### config.mk
export PLATFORM = sky130hd
export DESIGN_NAME = lza_shift_corrector
export DESIGN_NICKNAME = d
export VERILOG_FILES = /design/src/rtl/lza_shift_corrector.sv
export SDC_FILE = /design/constraint.sdc
export NUM_CORES = 1
export LEC_CHECK = 0
export ABC_AREA = 1
export CAP_MARGIN = 20
export CORE_ASPECT_RATIO = 2
export CORE_UTILIZATION = 43
export DETAILED_ROUTE_END_ITERATION = 10
export GPL_TIMING_DRIVEN = 0
export PLACE_DENSITY = 0.78
export SLEW_MARGIN = 10
export SYNTH_ARGS = -nofsm -noshare
export SYNTH_HDL_FRONTEND = slang
export SYNTH_SLANG_ARGS = --single-unit
### constraint.sdc
create_clock -name clk -period 1.3 [get_ports clk]
set_clock_uncertainty 0.05 [all_clocks]
set_input_delay 0.26 -clock clk [delete_from_list [all_inputs] [get_ports clk]]
set_output_delay 0.26 -clock clk [all_outputs]
set_load 0.01 [all_outputs]
### src/rtl/lza_shift_corrector.sv
// Two-stage normalizer after the LZA / detection-tree pair: S1 applies the
// predicted coarse shift, S2 applies the one-bit correction and drives outputs.
module lza_shift_corrector #(
    parameter int DATA_WIDTH  = 8,
    parameter int SHIFT_WIDTH = 3,
    parameter int CNT_WIDTH   = 8
) (
    input  logic                   clk,
    input  logic                   rst,
    input  logic                   in_valid,
    output logic                   in_ready,
    input  logic [DATA_WIDTH-1:0]  in_sum,
    input  logic [SHIFT_WIDTH-1:0] in_pred_shift,
    input  logic                   in_nshift_correct,
    output logic                   out_valid,
    input  logic                   out_ready,
    output logic [DATA_WIDTH-1:0]  out_data,
    output logic [SHIFT_WIDTH:0]   out_shift,
    output logic                   out_zero,
    output logic                   out_norm_err,
    output logic [CNT_WIDTH-1:0]   corr_count,
    input  logic                   corr_clear
);

    logic                   s1_valid, s1_corr, s1_zero;
    logic [DATA_WIDTH-1:0]  s1_data;
    logic [SHIFT_WIDTH-1:0] s1_pred;

    logic                   s2_valid, s2_corr, s2_zero;
    logic [DATA_WIDTH-1:0]  s2_data;
    logic [SHIFT_WIDTH:0]   s2_shift;

    logic                   s2_can_load, s1_adv, accept;
    logic [DATA_WIDTH-1:0]  coarse;

    assign s2_can_load = ~s2_valid | out_ready;
    assign s1_adv      = s1_valid & s2_can_load;
    assign in_ready    = ~s1_valid | s2_can_load;
    assign accept      = in_valid & in_ready;

    // Shift amounts >= DATA_WIDTH push every bit out, yielding zero data.
    assign coarse = in_sum << in_pred_shift;

    always_ff @(posedge clk or posedge rst) begin
        if (rst) begin
            s1_valid <= 1'b0;
            s1_data  <= '0;
            s1_pred  <= '0;
            s1_corr  <= 1'b0;
            s1_zero  <= 1'b0;
        end else begin
            if (accept) begin
                s1_valid <= 1'b1;
                s1_data  <= coarse;
                s1_pred  <= in_pred_shift;
                s1_corr  <= in_nshift_correct;
                s1_zero  <= (in_sum == '0);
            end else if (s1_adv) begin
                s1_valid <= 1'b0;
            end
        end
    end

    always_ff @(posedge clk or posedge rst) begin
        if (rst) begin
            s2_valid <= 1'b0;
            s2_data  <= '0;
            s2_shift <= '0;
            s2_corr  <= 1'b0;
            s2_zero  <= 1'b0;
        end else if (s2_can_load) begin
            s2_valid <= s1_valid;
            if (s1_valid) begin
                // A zero sum overrides the correction: no shift, nothing counted.
                s2_data  <= s1_zero ? '0 : (s1_corr ? (s1_data << 1) : s1_data);
                s2_shift <= s1_zero ? '0 : ({1'b0, s1_pred} + {{SHIFT_WIDTH{1'b0}}, s1_corr});
                s2_corr  <= s1_corr & ~s1_zero;
                s2_zero  <= s1_zero;
            end
        end
    end

    always_ff @(posedge clk or posedge rst) begin
        if (rst) begin
            corr_count <= '0;
        end else if (corr_clear) begin
            corr_count <= '0;
        end else if (s2_valid && out_ready && s2_corr && !(&corr_count)) begin
            corr_count <= corr_count + 1'b1;
        end
    end

    assign out_valid    = s2_valid;
    assign out_data     = s2_data;
    assign out_shift    = s2_shift;
    assign out_zero     = s2_zero;
    assign out_norm_err = s2_valid & ~s2_zero & ~s2_data[DATA_WIDTH-1];

endmodule

==> results.json <==
{
  "routed_wl_mm": 4.803,
  "min_period_over_period": 1.050,
  "ios": 41,
  "cap_violations": 0,
  "grt_pass1_wl_mm": 7.500,
  "final_common_cell": "nand2_1",
  "dieArea_um2": 4880,
  "powerDensity_nw_per_um2": 1171,
  "dr.pass1.iters": 4,
  "ctsHoldBuffers": 0,
  "hp-class": "input port to async pin",
  "wl_per_cell_um": 13.23,
  "grt_pass1_vias": 1767,
  "place_ws_ps": -488.7,
  "io_buffers": 40,
  "clk_latency_ps": 290,
  "fillers": 356,
  "fin_util": 0.6388,
  "vias": 1838,
  "cp_max_fo": 6,
  "drt_iter0_markers": 61,
  "violations": "setup timing",
  "worstMarginPinSlew_ps": 750.0,
  "synth_nets": 258,
  "ys_ff_latch": 37,
  "post-route-min-period_ps": 1365,
  "finish.instance_area_um2": 2799,
  "fin_ws_ps": -65.24,
  "core-area_um2": 4382,
  "nNetsFinal": 328,
  "diodes": 0,
  "maxSlewHeadroom": 0.4993,
  "final_layout_size_suffix_gt1_frac": 0.2557,
  "antenna_left": 0,
  "antenna_found_initial": 0,
  "cts_made_buffers": 5,
  "place_congestion": 0.8431,
  "vias_per_cell": 5.063,
  "rsz0062_at_grt": "yes",
  "max-vdd-ir-drop_uv": 672.6,
  "setup-violations-final": 15,
  "root_buffer": "clkbuf_8",
  "clk_path_buf_depth": 2,
  "cts_sinks": 37,
  "slew_violations": 0,
  "grt_use_total": 0.2048,
  "cts_tree": "yes",
  "fmax_mhz": 732.5,
  "cp-start-kind": "flip-flop",
  "syn_to_final_growth_pct": 41.85,
  "yosys_warnings": 0,
  "grt_max_degree": 38,
  "synth_cell_types": 27,
  "p_leak_nw": 1.436,
  "status": "finished with violations",
  "rows": 34,
  "fp.dieH_um": 97.80,
  "drc": 0,
  "syn_inst": 238,
  "ys_seq_area_frac": 0.4692,
  "worstPathRequired_ps": 1480,
  "syn-cell-area_um2": 1973,
  "fin_setup_tns_ps": -485.5,
  "initial_core_util": 0.4503,
  "postPlaceCellArea_um2": 2441,
  "path_clk_slew_ps": 80,
  "path_class": "flip-flop to flip-flop",
  "synth_area_per_cell_um2": 8.291,
  "layout_common_cells": "nand2_1 (74), dfrtp_1 (36), nand3_1 (22)",
  "grt.overflow.total": 0,
  "die_w_um": 49.90,
  "htreeDepth": 2,
  "arrival_ps": 1540,
  "dp_hpwl_mm": 3.270,
  "end_kind": "flip-flop",
  "hold_violations": 0
}
Yosys cell counts, drive strengths merged:
| cell type | n | area, um^2 |
|---|---|---|
| nand3b | 2 | 15.01 |
| nand4 | 2 | 12.51 |
| o21bai | 1 | 7.510 |
| a22o | 2 | 17.52 |
| ha | 3 | 37.54 |
| nor3 | 1 | 5.000 |
| o21ai | 20 | 100.1 |
| bufinv | 1 | 17.52 |
| mux2i | 8 | 80.08 |
| o211ai | 2 | 15.01 |
| nand2 | 84 | 357.8 |
| nor2 | 16 | 90.08 |
| buf | 3 | 27.52 |
| a21oi | 2 | 10.01 |
| dfrtp | 37 | 925.9 |
| clkbuf | 1 | 5.000 |
| xnor2 | 2 | 17.52 |
| inv | 25 | 93.84 |
| nor3b | 1 | 7.510 |
| nand3 | 25 | 130.1 |
flip-flops by register name, indices dropped and copies added, names as in the netlist:
name	flops
corr_count	8
out_data	8
out_shift	4
out_valid	1
out_zero	1
s1_corr	1
s1_data	8
s1_pred	3
s1_valid	1
s1_zero	1
s2_corr	1
final cells by class:
cell class	instances	area [um^2]	area share
Multi-Input combinational cell	172	1003	0.3585
Sequential cell	37	927.1	0.3312
Timing Repair Buffer	62	561.8	0.2007
Inverter	26	118.9	0.04247
Clock buffer	5	68.82	0.02459
Tap cell	54	67.56	0.02414
Buffer	3	27.53	0.009835
Clock inverter	3	17.52	0.006258
Timing Repair inverter	1	6.256	0.002235
logic make-up (layout without fill, tap and decap cells):
logic type / after synthesis / in the layout / synth area share
buf+inv: 30 / 100 / 0.07292
compound gates: 27 / 27 / 0.07609
mux: 8 / 8 / 0.04059
simple gates: 131 / 132 / 0.3132
flops: 37 / 37 / 0.4692
xor+xnor: 2 / 2 / 0.008879
fa+ha+maj: 3 / 3 / 0.01903
power by group:
part	internal, mW	leakage [nW]	switching, mW
clock	0.370	0.0439	0.407
combinational	0.505	0.912	0.531
sequential	1.34	0.480	0.130
total	2.21	1.44	1.07
worst paths after layout:
kind,endpoint,cells after the start,slack (ps),start
max,out_data[6]$_DFFE_PP0P_,6,-70,out_valid$_DFFE_PP0P_
min,corr_count[2]$_DFFE_PP0P_,2,360,rst
max reg2reg,out_data[6]$_DFFE_PP0P_,6,-70,out_valid$_DFFE_PP0P_
min reg2reg,out_data[4]$_DFFE_PP0P_,2,440,out_data[4]$_DFFE_PP0P_
max in group asynchronous,out_valid$_DFFE_PP0P_,2,300,rst
min in group clk,s1_pred[0]$_DFFE_PP0P_,3,390,in_pred_shift[0]
per-layer routing:
metal | GRT usage | routed length [um] | part of all wire | up-vias
li1 | - | - | - | 914
met4 | 0.1099 | 149 | 0.031 | 0
met5 | 0 | 0 | 0 | -
met1 | 0.1866 | 1586 | 0.33 | 870
met3 | 0.02960 | 106 | 0.022 | 11
met2 | 0.4044 | 2960 | 0.62 | 43
per-stage QoR:
| step | std cells | hold slack [ps] | total power, mW |
|---|---|---|---|
| 2_1_floorplan | 238 | 336.6 | 1.935 |
| 3_3_place_gp | 332 | 421.6 | 2.353 |
| 3_5_place_dp | 332 | 428.2 | 2.377 |
| 4_1_cts | 353 | 387.9 | 3.092 |
| 5_1_grt | 363 | 425.7 | 3.467 |
| 6_report | 363 | 363.6 | 3.277 |
worst max-delay path, stage by stage, from the launching register on:
cell and delay (ps):
dfrtp_2 420, buf_6 130, nand2_4 80, nand2_4 70
nor2_4 270, clkinv_4 140, o21ai_2 140
repair_timing:
| item | 4_1_cts | 5_1_grt |
|---|---|---|
| setup endpoints to repair | 33 | 41 |
| gates cloned | 0 | 2 |
| pin swaps | 5 | 15 |
| gates resized for setup | 50 | 43 |
| setup buffers | 13 | 9 |
(Power assumes the default switching activity.)
